### src/rtl/osd_tep_scheduler.sv
// OSD TEP scheduler: issues order-0/1/2 test error patterns, keeps the best score.
// Define OSD_EARLY_STOP_EN to stop issuing once a score reaches stop_thresh.
`timescale 1ns/1ps
module osd_tep_scheduler #(
  parameter int K           = 32,
  parameter int SCORE_WIDTH = 12,
  parameter int DEPTH       = 4
) (
  input  logic                          clk,
  input  logic                          rst,
  input  logic                          start,
  output logic                          busy,
  output logic                          done,
  output logic                          tep_valid,
  input  logic                          tep_ready,
  output logic [1:0]                    tep_order,
  output logic [$clog2(K)-1:0]          tep_i,
  output logic [$clog2(K)-1:0]          tep_j,
  output logic                          tep_last,
  input  logic                          score_valid,
  input  logic signed [SCORE_WIDTH-1:0] score,
  output logic [1:0]                    best_order,
  output logic [$clog2(K)-1:0]          best_i,
  output logic [$clog2(K)-1:0]          best_j,
  output logic signed [SCORE_WIDTH-1:0] best_score,
  input  logic signed [SCORE_WIDTH-1:0] stop_thresh,
  output logic                          early_stop,
  output logic                          protocol_err,
  output logic [15:0]                   tep_count
);
  localparam int IW = $clog2(K);
  localparam int PW = (DEPTH > 1) ? $clog2(DEPTH) : 1;
  localparam int CW = $clog2(DEPTH + 1);
  localparam int TW = 2 + 2 * IW;
  localparam logic [IW-1:0] I_LAST = IW'(K - 2);
  localparam logic [IW-1:0] J_LAST = IW'(K - 1);
  localparam logic signed [SCORE_WIDTH-1:0] S_MAX =
    {1'b0, {(SCORE_WIDTH-1){1'b1}}};

  typedef enum logic [1:0] {IDLE, ISSUE, DRAIN, DONE} state_t;
  state_t state, state_n;

  logic [TW-1:0] fifo [DEPTH];
  logic [PW-1:0] wr_ptr, rd_ptr;
  logic [CW-1:0] cnt;
  logic [TW-1:0] tag;
  logic          have_best, fire, pop, stop_hit, in_run;
  logic [1:0]    order_n;
  logic [IW-1:0] i_n, j_n;

  assign in_run    = (state == ISSUE) || (state == DRAIN);
  assign busy      = in_run;
  assign done      = (state == DONE);
  assign tep_valid = (state == ISSUE) && (cnt != CW'(DEPTH));
  assign tep_last  = (tep_order == 2'd2) && (tep_i == I_LAST)
                  && (tep_j == J_LAST);
  assign fire      = tep_valid && tep_ready;
  assign pop       = score_valid && in_run && (cnt != '0);
  assign tag       = fifo[rd_ptr];

`ifdef OSD_EARLY_STOP_EN
  assign stop_hit = pop && (state == ISSUE) && (score <= stop_thresh);
`else
  logic unused_thresh;
  assign unused_thresh = ^stop_thresh;
  assign stop_hit      = 1'b0;
`endif

  always_ff @(posedge clk) begin
    if (rst) state <= IDLE;
    else     state <= state_n;
  end

  always_comb begin
    state_n = state;
    unique case (state)
      IDLE:    if (start) state_n = ISSUE;
      ISSUE:   if ((fire && tep_last) || stop_hit) state_n = DRAIN;
      DRAIN:   if (cnt == '0) state_n = DONE;
      DONE:    state_n = IDLE;
      default: state_n = IDLE;
    endcase
  end

  // Pattern successor: order 1 walks i, order 2 walks j inside i.
  always_comb begin
    order_n = tep_order;
    i_n     = tep_i;
    j_n     = tep_j;
    unique case (1'b1)
      tep_order == 2'd0: begin
        order_n = 2'd1;
        i_n     = '0;
        j_n     = '0;
      end
      tep_order == 2'd1 && tep_i != J_LAST:
        i_n = tep_i + 1'b1;
      tep_order == 2'd1 && tep_i == J_LAST: begin
        order_n = 2'd2;
        i_n     = '0;
        j_n     = IW'(1);
      end
      tep_order == 2'd2 && tep_j != J_LAST:
        j_n = tep_j + 1'b1;
      tep_order == 2'd2 && tep_j == J_LAST: begin
        i_n = tep_i + 1'b1;
        j_n = tep_i + IW'(2);
      end
      default: ;
    endcase
  end

  always_ff @(posedge clk) begin
    if (fire) fifo[wr_ptr] <= {tep_order, tep_i, tep_j};
  end

  always_ff @(posedge clk) begin
    if (rst) begin
      tep_order    <= '0;
      tep_i        <= '0;
      tep_j        <= '0;
      best_order   <= '0;
      best_i       <= '0;
      best_j       <= '0;
      best_score   <= S_MAX;
      have_best    <= 1'b0;
      tep_count    <= '0;
      early_stop   <= 1'b0;
      protocol_err <= 1'b0;
      wr_ptr       <= '0;
      rd_ptr       <= '0;
      cnt          <= '0;
    end else begin
      if (score_valid && !pop) protocol_err <= 1'b1;
      if (state == IDLE && start) begin
        tep_order  <= '0;
        tep_i      <= '0;
        tep_j      <= '0;
        best_order <= '0;
        best_i     <= '0;
        best_j     <= '0;
        best_score <= S_MAX;
        have_best  <= 1'b0;
        tep_count  <= '0;
        early_stop <= 1'b0;
        wr_ptr     <= '0;
        rd_ptr     <= '0;
        cnt        <= '0;
      end else begin
        if (fire) begin
          wr_ptr <= wr_ptr + 1'b1;
          if (tep_count != 16'hFFFF) tep_count <= tep_count + 16'd1;
          if (!tep_last) begin
            tep_order <= order_n;
            tep_i     <= i_n;
            tep_j     <= j_n;
          end
        end
        // Strict less-than: ties keep the earlier pattern.
        if (pop) begin
          rd_ptr    <= rd_ptr + 1'b1;
          have_best <= 1'b1;
          if (!have_best || score < best_score) begin
            {best_order, best_i, best_j} <= tag;
            best_score <= score;
          end
        end
        if (fire != pop) cnt <= fire ? cnt + 1'b1 : cnt - 1'b1;
        if (stop_hit) early_stop <= 1'b1;
      end
    end
  end

endmodule

### config.mk
export PLATFORM = sky130hd
export DESIGN_NAME = osd_tep_scheduler
export DESIGN_NICKNAME = d
export VERILOG_FILES = /design/src/rtl/osd_tep_scheduler.sv
export SDC_FILE = /design/constraint.sdc
export NUM_CORES = 1
export LEC_CHECK = 0
export ABC_AREA = 1
export CORE_MARGIN = 1.5
export CORE_UTILIZATION = 50
export DETAILED_ROUTE_END_ITERATION = 10
export GPL_TIMING_DRIVEN = 0
export PLACE_DENSITY = 0.74
export SLEW_MARGIN = 20
export SYNTH_ARGS = -nofsm -noshare
export SYNTH_HDL_FRONTEND = slang
export SYNTH_SLANG_ARGS = --single-unit
### constraint.sdc
create_clock -name clk -period 2.25 [get_ports clk]
set_input_delay 0.45 -clock clk [delete_from_list [all_inputs] [get_ports clk]]
set_output_delay 0.45 -clock clk [all_outputs]
set_load 0.02 [all_outputs]
Yosys cells after proc, flatten, opt, wreduce, memory -nomap -nowiden

Memory sizes are Yosys's and may differ from the RTL's. A register that Yosys moved wholly into a read port is not among the register bits.
Cells that the tools add are included.

$add $sub $neg: 8
Order comparisons: 1
Equality and inequality tests: 16
Multiplexer cells: 10
Bitwise operators: 1
Reductions and logical operators: 33

Operators by type and width:

| operator                                              | number |
|---|---|
| case mux 5 bit (4 select lines)                       | 1 |
| adder 16 x 1 -> 16 bit, second input constant         | 1 |
| inequality test 16 bit, second input constant         | 1 |
| == test 5 bit, second input constant                  | 3 |
| logical AND 1 bit                                     | 13 |
| < comparator 12 bit                                   | 1 |
| AND reduction 3 bit                                   | 4 |
| adder 5 x 1 -> 5 bit, second input constant           | 2 |
| inequality test 5 bit, second input constant          | 2 |
| case mux 5 bit (2 select lines)                       | 1 |
| case mux 2 bit (4 select lines)                       | 1 |
| == test 2 bit, second input constant                  | 3 |
| two-way mux 2 bit                                     | 3 |
| OR reduction 2 bit                                    | 3 |
| adder 5 x 2 -> 5 bit, second input constant           | 1 |
| adder 2 x 1 -> 2 bit, second input constant           | 2 |
| == test 2 x 1 -> 1 bit, second input constant         | 2 |
| logical NOT 2 bit                                     | 2 |
| inequality test 2 x 1 -> 1 bit, second input constant | 2 |
| case mux 2 bit (2 select lines)                       | 1 |
| AND reduction 2 bit                                   | 2 |
| nonzero test 2 bit                                    | 2 |
| nonzero test 4 bit                                    | 1 |
| adder 3 x 1 -> 3 bit, second input constant           | 1 |
| other kinds (11)                                      | 14 |

Bits in registers: 51
Memory bits (writable): 48
Input bits: 29
Logic and storage cells: 81
Memories kept: 1

Memories:

| memory | words | width | read ports | clocked after Yosys merged registers in | write ports | RTL line | source |
|---|---|---|---|---|---|---|---|
| fifo   | 4     | 12    | 1          | 1                                       | 1           | 43       | `logic [TW-1:0] fifo [DEPTH];` |

Logic depth before layout (Yosys ltp)

Depth in word-level cells: 6
Gate-level depth with buffers: 15
Depth with buffers taken out: 14

Worst setup path before layout

OpenSTA, ideal clock, no wires.

Path kind: register to register
From: reg tep_j[0]
To: reg tep_j[1]
Data arrival time: 1.978 ns
Data required time: 2.134 ns
Slack: 0.156 ns
Stages on the path, launching flop included: 12
Path buffers: 0
Clock period less this slack: 2.094 ns
Cells stage by stage: dfxtp_1 ha_1 nand2_1 nor2_1 ha_1 nand2_2 nor2_2 nor2_2 o21ai_2 o21ai_4 o21ai_0 nor2_1

Cells in the longest elaborated chain, start to end: 4
Elaborated cells on any way between the ends: 10

Ends and longest elaborated chain:

| what                          | RTL line | source |
|---|---|---|
| start, declared               | 18       | `output logic [$clog2(K)-1:0] tep_j,` |
| start signal, assigned        | 156      | `tep_j <= j_n;` |
| == test 5 bit                 | 56       | `&& (tep_j == J_LAST);` |
| logical AND 1 bit             | 56       |  |
| via tep_last                  | 19       | `output logic tep_last,` |
| inverter 1 bit (no line)      | n/a      |  |
| AND reduction 3 bit (no line) | n/a      |  |

The timed path passes the listed nets, and every way through them passes these cells.
A chain may end at the register's enable or synchronous reset.

Worst setup path after layout

From: reg tep_j[3]
To: out tep_last

Cells in the longest elaborated chain, start to end: 2

Ends and longest elaborated chain:

| what              | RTL line |
|---|---|
| == test 5 bit     | 56 |
| logical AND 1 bit | 56 |
| end, declared     | 19 |

No other way between the ends.

==> impl_metrics.env <==
export IMPL_start_util=0.515
export IMPL_grt_pass1_wl_um=18800
export IMPL_async_flop_share=0
export IMPL_tritoncts="built"
export IMPL_final_common_cell="nand2_1"
export IMPL_synth_edff_count=48
export IMPL_crit_path_top_delay_cell="dfxtp_1"
export IMPL_clockBufferDepth=2
export IMPL_setup_viol=0
export IMPL_ant_nets=0
export IMPL_maxCapViolCount=0
export IMPL_synthFlopType="dfxtp_1"
export IMPL_status="completed"
export IMPL_routedWlPerCell_um=13.7
export IMPL_grt_setup_unrepaired="false"
export IMPL_rows=37
export IMPL_root_buffer="clkbuf_8"
export IMPL_hold_class="flop to flop"
export IMPL_synth_top_area_frac=0.272
export IMPL_crit_fanout=7
export IMPL_grt_total_usage=0.211
export IMPL_r2r_cells=5
export IMPL_fp_coreArea_sq_mm=0.0103
export IMPL_synth_compound_area_frac=0.114
export IMPL_yosys_warnings=0
export IMPL_routed_wl_um=11500
export IMPL_synth_xor_area_frac=0.0149
export IMPL_cts_sinks=111
export IMPL_fin_setup_tns_ns=0
export IMPL_synth_area_leaders="edfxtp_1 (27%), dfxtp_1 (24%), nand2_1 (8.9%), ha_1 (6.4%), a21oi_1 (4.7%)"
export IMPL_final_util=0.630
export IMPL_drc=0
export IMPL_vdd_drop_max_mv=0.447
export IMPL_synthCells=608
export IMPL_globalplace_congestion=0.836
export IMPL_power_leakage_nw=2.65
export IMPL_synth_area_sq_mm=0.00529
export IMPL_antenna_cells=0
export IMPL_grt_overflow=0
export IMPL_port_buffers=73
export IMPL_worst_path_largest_cell_delay_ns=0.48
export IMPL_fillers=877
export IMPL_synth_top_family_by_area="simple AND/OR/NAND/NOR gates"
export IMPL_fmax_mhz=470
export IMPL_period_share=0.946
export IMPL_drive_above_1_share=0.0900
export IMPL_nets=752
export IMPL_hpwl_um=8220
export IMPL_syn_num_nets=665
export IMPL_drt_iter0_drc=191
export IMPL_ys_seq_elements=111
export IMPL_path_clk_slew_ns=0.10
export IMPL_slew_violations=0
export IMPL_yosys_area_share_simple=0.218
export IMPL_clk_latency_ns=0.37
export IMPL_cp_top_family="flip-flops"
export IMPL_synthMuxAreaShare=0
export IMPL_firstDrtPassIters=5
export IMPL_cp_required_ns=1.80
export IMPL_path_class="flop to output pin"
export IMPL_tightestPinTransition_ns=0.744
export IMPL_ys_seq_area_frac=0.511
export IMPL_rr_startpoint="state[1]"
export IMPL_r2r_end="fifo[3][4]"
export IMPL_critPathBufInv=2
export IMPL_cts_hold_buf=0
export IMPL_die_y_um=106
export IMPL_grt_max_degree=19
export IMPL_finalClockSkew_ns=0.0152
export IMPL_period_minus_slack_ns=2.13
export IMPL_yosysTopAreaCell="edfxtp_1"
export IMPL_grt_pass1_vias=3900
export IMPL_cts_max_level=3
export IMPL_syn_area_per_cell_sq_um=8.70
export IMPL_routed_via_density=5.14
export IMPL_dieArea_sq_mm=0.0112
export IMPL_relSlewSlack=0.503
export IMPL_worst_path_stages=6
export IMPL_cts_buffers_inserted=9
export IMPL_crit_start="tep_j[3]"
export IMPL_finalHoldViolations=0
export IMPL_io_pins=87
export IMPL_end_kind="output pin"
export IMPL_final_cell_mix="nand2_1 (126), clkdlybuf4s50_1 (70), inv_1 (66)"
export IMPL_antenna_found_initial=0
export IMPL_synthAdderAreaFrac=0.0676
export IMPL_critPathCapture="tep_last"
export IMPL_worstSetupStartpointType="flop"
export IMPL_path_cells="inv_1 -> nor2_1 -> ha_1 -> nand2_2 -> nor2_4 -> buf_4"
export IMPL_die_x_um=106
export IMPL_synth_cell_types=43
export IMPL_arrival_ns=1.68
export IMPL_syn2layout_area_growth_pct=22.3
export IMPL_rrSetupSlack_ns=0.14
export IMPL_powerDensity_mw_per_mm2=806
export IMPL_num_vias=4301
==> synth_stat cells (2+ instances only) <==
cell and number:
nand3_1 40, nand3_4 2, dfxtp_1 63, edfxtp_1 48, buf_6 4, nor4_1 2, nor2_1 58, nor3_1 9
a32o_1 7, inv_1 66, xnor2_1 4, clkbuf_1 13, xor2_1 5, o21ai_1 2, nand2_1 126, ha_1 27
a21oi_1 50, nand4_1 6, nand2_2 4, o22ai_1 7, nor2_2 7, o21ai_0 30, inv_2 4, buf_2 3
buf_4 2, a211oi_1 2
==> power by group <==
| part | switching (mW) | internal, mW |
|---|---|---|
| Combinational | 0.934 | 0.586 |
| Sequential | 0.122 | 2.29 |
| Clock | 0.654 | 0.631 |
==> worst min path at each step <==
| stage | from | endpoint | cells after the start |
|---|---|---|---|
| 2_1_floorplan | cnt[2] | cnt[2] | 2 |
| 3_3_place_gp | best_score[3] | best_score[3] | 2 |
| 3_5_place_dp | protocol_err | protocol_err | 2 |
| 4_1_cts | best_score[3] | best_score[3] | 2 |
| 5_1_grt | best_score[3] | best_score[3] | 2 |
| 6_report | best_score[5] | best_score[5] | 2 |
==> area by class of cell <==
class / count / area [sq um] / share of cell area
flip-flops and latches: 111 / 2710 / 0.419
multi-input cells: 404 / 2240 / 0.346
repair buffers: 76 / 748 / 0.116
inverters: 71 / 267 / 0.0412
well taps: 136 / 170 / 0.0263
clock buffers: 11 / 131 / 0.0203
plain buffers: 22 / 125 / 0.0193
clock inverters: 5 / 81.3 / 0.0126
==> what timing repair did <==
item / CTS / global route
pin swaps: 0 / 2
setup endpoints to repair: 63 / 6
cloned: 0 / 0
buffers inserted: 0 / 3
resized for setup: 17 / 6
==> state kept, by name, indices dropped and copies added, names as in the netlist <==
signal and flops:
tep_count 16, tep_i 5, tep_order 2, fifo 48
state 2, have_best 1, cnt 3, wr_ptr 2
best_j 5, protocol_err 1, best_order 2, rd_ptr 2
best_i 5, tep_j 5, best_score 12
==> cell families after synthesis <==
logic type,count (synthesis)
xor+xnor,9
flops,111
compound gates,105
fa+ha+maj,28
other cells,1
buf+inv,93
simple gates,261
==> metal layers <==
layer | wire, um | vias up | global-route usage | part of all wire
met5 | 0 | - | 0 | 0
met3 | 527 | 11 | 0.0451 | 0.046
met2 | 5570 | 88 | 0.350 | 0.48
met4 | 134 | 0 | 0.0598 | 0.012
li1 | - | 2205 | - | -
met1 | 5250 | 1997 | 0.279 | 0.46
==> worst min-delay path, stage by stage (launching register included) <==
cell and delay, ns:
dfxtp_1 0.33, nand2_1 0.06, nand3_1 0.05
==> per-stage QoR <==
| stage | hold slack (ns) | setup slack (ns) | total power, mW | area, sq um | std cells |
|---|---|---|---|---|---|
| after floorplan | 0.453 | 0.156 | 3.45 | 5290 | 608 |
| after global placement | 0.460 | -0.391 | 3.91 | 6190 | 817 |
| after detailed placement | 0.459 | -0.491 | 3.96 | 6190 | 817 |
| after CTS | 0.486 | 0.0227 | 5.23 | 6430 | 833 |
| after global routing | 0.507 | 0.00380 | 5.52 | 6470 | 836 |
| final | 0.486 | 0.122 | 5.22 | 6470 | 836 |
No activity file was read; power rests on OpenSTA's default activity.
==> RTL change 1, RTL diff (same settings) <==
`DEPTH`: 4 -> 2.
--- a/src/rtl/osd_tep_scheduler.sv
+++ b/src/rtl/osd_tep_scheduler.sv
@@ -6,3 +6,3 @@
   parameter int SCORE_WIDTH = 12,
-  parameter int DEPTH       = 4
+  parameter int DEPTH       = 2
 ) (
Check against the original RTL: not equivalent (a bounded check fails within 4 cycles, from zero or initial values and one cycle with rst high).
==> RTL change 1 against the unedited design <==
Die area fell by 21%. Final area is 18% lower. Synthesized area shrank 21%. Clock skew shrank 0.010 ns. Sequential cell count fell by 27. Power shrank 21%. Final cell count fell by 13%. Largest power group unchanged. Critical path depth increased by 1. Sequential power shrank 27%. Routed wire length shrank 23%. Setup slack improved by 0.0019 ns.
==> RTL change 1: results (changes against the unedited design) <==
| Metric | Value |
|---|---|
| Outcome | complete, no violations |
| Top cells by area, synth | dfxtp_1 29%, edfxtp_1 17%, nand2_1 13% |
| Final setup margin | 0.124 ns (+0.00192 ns) |
| Hold endpoint | protocol_err |
| CP arrival | 1.68 ns (about the same) |
| Share of cells above drive strength 1 | 9.27% (+0.27 points) |
| Pin slew with the least headroom to its limit | 0.601 ns (-0.144 ns) |
| Routed vias/inst | 4.92 (-4.4%) |
| GRT Util Overall | 20.9% (-0.21 points) |
| Unique masters post-synth | 41 (-4.7%) |
| DP Worst Slack | -0.254 ns (+0.236 ns) |
| Peak VDD IR | 0.348 mV (-22%) |
| Hold path start | protocol_err |
| FILL cells | 710 (-19%) |
| Final core utilization | 65.5% (+2.5 points) |
| Worst r2r dst | tep_j[4] |
| Async S/R FF share, synth | 0% (unchanged) |
| Vias in the first global route | 3245 (-17%) |
| Dpl cells | 714 (-13%) |
| TritonRoute pass-1 iters | 4 (-1) |
| DR WL/cell | 12.1 um (-12%) |
| Initial antenna violation count | 0 (unchanged) |
| Met2 WL post-DR | 4.19 mm (-25%) |
| Post-synth EDFFs | 24 (-50%) |
| Pleak | 0.00229 uW (-14%) |
| Pwr dens | 776 nW/um^2 (-3.8%) |
| Switching share of power | 31.5% (-1.2 points) |
| Htree depth | 3 (unchanged) |
| Power Sequential | 1770 uW (-27%) |
| Clock Latency Late Sink | 0.34 ns (-0.03 ns) |
| Met3 routed WL | 423 um (-20%) |
| Critical R2R Launch | tep_j[0] |
| Cells after Synth | 536 (-12%) |
| Total wire length | 8.86 mm (-23%) |
| Crit path largest cell delay | 0.39 ns (-0.09 ns) |
| CP Max Fanout | 7 (unchanged) |
| Initial DRC count | 131 (-31%) |
| Commonest cells in the netlist | 147 x nand2_1, 70 x inv_1, 61 x nor2_1 |
| Final net count | 674 (-10%) |
| Reg2Reg Depth | 14 (+9) |
| Largest net degree at the start of global routing | 15 (-4) |
| DP Area | 5030 um^2 (-19%) |
| Register area share after synthesis | 46.1% (-4.9 points) |
| Clk root buf | clkbuf_8 |
| Port buffer count | 73 (unchanged) |
| R2r setup slk | 0.20 ns (+0.06 ns) |
| Global-route wire length before repair | 14.5 mm (-23%) |
| Syn Nets | 588 (-12%) |
| Regs by FF count | fifo: 24 flops, tep_count: 16 flops, best_score: 12 flops |
| M1 WL | 4.15 mm (-21%) |
| CP delay by family, top | simple AND/OR/NAND/NOR gates |
| Clk slew on worst S/H paths | 0.08 ns (-0.02 ns) |
| Hold Crit Depth | 2 (unchanged) |
| CP max-delay cell | dfxtp_4 |
| Clock Skews | 0.00484 ns (-0.0104 ns) |
| Combinational share of power | 26.5% (-2.6 points) |
| Highest Signal Layer | met4 |
| Final GP Congestion | 0.908 (+8.5%) |
| Final HPWL DP | 6.43 mm (-22%) |
| Worst hold margin | 0.485 ns (-0.00116 ns) |
## RTL change 1: cell count changes after synthesis, moves of 4 or more
cell / before / now
a21oi_1: 50 / 28
a32o_1: 7 / 2
clkbuf_1: 13 / 7
edfxtp_1: 48 / 24
ha_1: 27 / 23
inv_1: 66 / 70
nand2_1: 126 / 147
nand3_1: 40 / 32
o21ai_0: 30 / 14
o22ai_1: 7 / 1
xor2_1: 5 / 1
## RTL change 1: cell type report
cell class / instances / share of cell area (%)
plain buffers: 14 / 1.55
inverters: 75 / 5.28
clock inverters: 6 / 2.14
clock buffers: 9 / 2.33
repair buffers: 75 / 14.0
flip-flops and latches: 84 / 36.2
well taps: 105 / 2.47
multi-input cells: 363 / 36.0
## RTL change 1: cell families after synthesis
family                   after synthesis  synth area share [%]
adder cells (fa/ha/maj)               23                  6.91
buffers and inverters                 89                  8.71
other                                  1                0.0900
AO/OA/AOI/OAI                         59                  8.44
flip-flops                            84                  46.1
XOR/XNOR                               7                  1.47
AND/OR/NAND/NOR                      273                  28.3
## RTL change 1: metal layers
layer	global-route usage, %	vias to the layer above
met5	0	-
met4	7.34	0
met3	4.53	8
met2	33.3	74
met1	27.9	1628
li1	-	1884
## RTL change 1: how the worst max path moves through the flow
stage,start,cells after the start,endpoint
2_1_floorplan,tep_j[0],12,tep_j[4]
3_3_place_gp,score[11],13,best_score[8]
3_5_place_dp,score[11],13,best_score[3]
4_1_cts,tep_j[0],7,tep_last
5_1_grt,tep_j[0],12,tep_j[1]
6_report,tep_j[0],7,tep_last
## RTL change 1: timing repair
item                                    CTS  global route
hold buffers                              0             0
pin swaps                                 0             1
endpoints found under the setup margin    2            34
resized for setup                         7            14
setup buffers                             0             2
==> RTL change 2, RTL diff (config.mk and constraints unchanged) <==
Made on the original files. Register the output `protocol_err` once more, with the module's reset; this adds one clock of latency there. The other outputs are not delayed to match.
--- a/src/rtl/osd_tep_scheduler.sv
+++ b/src/rtl/osd_tep_scheduler.sv
@@ -40,2 +40,4 @@
   typedef enum logic [1:0] {IDLE, ISSUE, DRAIN, DONE} state_t;
+
+  logic protocol_err_s0;
   state_t state, state_n;
@@ -128,3 +130,3 @@
       early_stop   <= 1'b0;
-      protocol_err <= 1'b0;
+      protocol_err_s0 <= 1'b0;
       wr_ptr       <= '0;
@@ -133,3 +135,3 @@
     end else begin
-      if (score_valid && !pop) protocol_err <= 1'b1;
+      if (score_valid && !pop) protocol_err_s0 <= 1'b1;
       if (state == IDLE && start) begin
@@ -173,2 +175,10 @@
 
+  always_ff @(posedge clk) begin
+    if (rst) begin
+      protocol_err <= '0;
+    end else begin
+      protocol_err <= protocol_err_s0;
+    end
+  end
+
 endmodule
Function: changed (Yosys sat finds a counterexample within 4 cycles, from zero or initial values and one cycle with rst high).
==> RTL change 2 against the unedited design <==
Setup slack worse by 0.069 ns. Die area is 1.1% higher. Power is 1.3% lower. Final area is 0.56% higher. First-iteration DRC count is 32% higher. Sequential cell count is 1 higher. Global-route usage is 0.66 points higher. Routed wire length is 3.0% higher. Clock power is 7% lower. Synthesized cell count is 0.33% higher. Synthesized area is 1.1% higher. Core utilization is 0.21 points lower.
==> RTL change 2: results (changes against the unedited design) <==
| Metric | Value |
|---|---|
| Outcome | complete, no violations |
| Multi-input combinational area share | 34.5% (-0.12 points) |
| Cells after Synth | 610 (+0.33%) |
| Final setup margin | 0.0531 ns (-0.0688 ns) |
| Non-Filler Instances | 838 (+0.24%) |
| Resize count post-CTS | 16 (-1) |
| YS warnings | 0 (unchanged) |
| Combinational share of power | 29.5% (+0.4 points) |
| Final GP Congestion | 0.853 (+2.0%) |
| CP Max Fanout | 8 (+1) |
| Final HPWL DP | 8.37 mm (+1.8%) |
| Non-clk invs | 70 (-1.4%) |
| Hold Crit Depth | 2 (unchanged) |
| Crit path largest cell delay | 0.40 ns (-0.08 ns) |
| Clock Skews | 0.00967 ns (-0.00555 ns) |
| Commonest cells in the netlist | 135 x nand2_1, 66 x inv_1, 64 x dfxtp_1 |
| Crit path from | tep_j[1] |
| TritonRoute pass-1 iters | 5 (unchanged) |
| Net load switching power | 1720 uW (+0.47%) |
| GRT Util Overall | 21.8% (+0.66 points) |
| CP arrival | 1.75 ns (+0.07 ns) |
| Vias in the first global route | 4281 (+9.8%) |
| DP Worst Slack | -0.412 ns (+0.0787 ns) |
| Total number of vias | 4388 (+2.0%) |
| FILL cells | 891 (+1.6%) |
| Signal buffers | 100 (+2.0%) |
| Worst r2r dst | cnt[2] |
| Pin slew with the least headroom to its limit | 0.707 ns (-0.0371 ns) |
| Hold endpoint | protocol_err |
| Seq/total area | 42.0% (+0.074 points) |
| Syn-to-layout area delta | 21.7% |
| Share of cells above drive strength 1 | 9.26% (+0.26 points) |
| Initial DRC count | 253 (+32%) |
| Unique masters post-synth | 44 (+2.3%) |
| DP Area | 6250 um^2 (+0.95%) |
| CP max-delay cell | dfxtp_4 |
| Final-layout clock-cell area share | 3.09% (-0.19 points) |
| Sequential share of power | 47.4% (+1.1 points) |
| Buffering overhead | 13.8% (+0.31 points) |
| Register area share after synthesis | 50.9% (-0.19 points) |
| Die W | 106 um (+0.54%) |
| Syn Nets | 667 (+0.30%) |
| DR WL/cell | 14.1 um (+2.8%) |
| CLK BUF | 13 (+2) |
| Hold path start | protocol_err_s0 |
| Top cells by area, synth | edfxtp_1 27%, dfxtp_1 24%, nand2_1 9.5% |
| Dpl cells | 819 (+0.24%) |
| Seq cells | 112 (+0.90%) |
| Main synth FF type | dfxtp_1 |
| Largest net degree at the start of global routing | 18 (-1) |
| Global-route wire length before repair | 19.5 mm (+4.2%) |
| Final net count | 754 (+0.27%) |
| Peak VDD IR | 0.365 mV (-18%) |
## RTL change 2: cell types whose count changed after synthesis, sizes merged, moves of 2 or more
cell / change
a21oi: +7
a31oi: +3
a32o: +3
buf: +8
clkbuf: -6
nand2: +8
nand3: +5
nor2: -12
nor3: -2
o21ai: -8
o22ai: -3
## RTL change 2: kinds of logic (layout without fill, tap and decap cells)
logic type / count (synthesis) / after routing / share of synthesized area [%]
DFF: 112 / 112 / 50.9
adders and majority gates: 28 / 28 / 6.69
and+or+nand+nor: 260 / 260 / 21.6
AOI/OAI and AO/OA: 106 / 106 / 11.6
buffers and inverters: 94 / 186 / 7.67
xor gates and xnor gates: 9 / 9 / 1.47
other: 1 / 1 / 0.0701
## RTL change 2: metal layers
layer | GRT usage [%] | share of wire (%) | vias to the layer above
li1 | - | - | 2216
met1 | 27.9 | 45 | 2025
met2 | 36.0 | 47 | 124
met3 | 3.00 | 5.2 | 23
met4 | 11.1 | 2.6 | 0
met5 | 0 | 0 | -
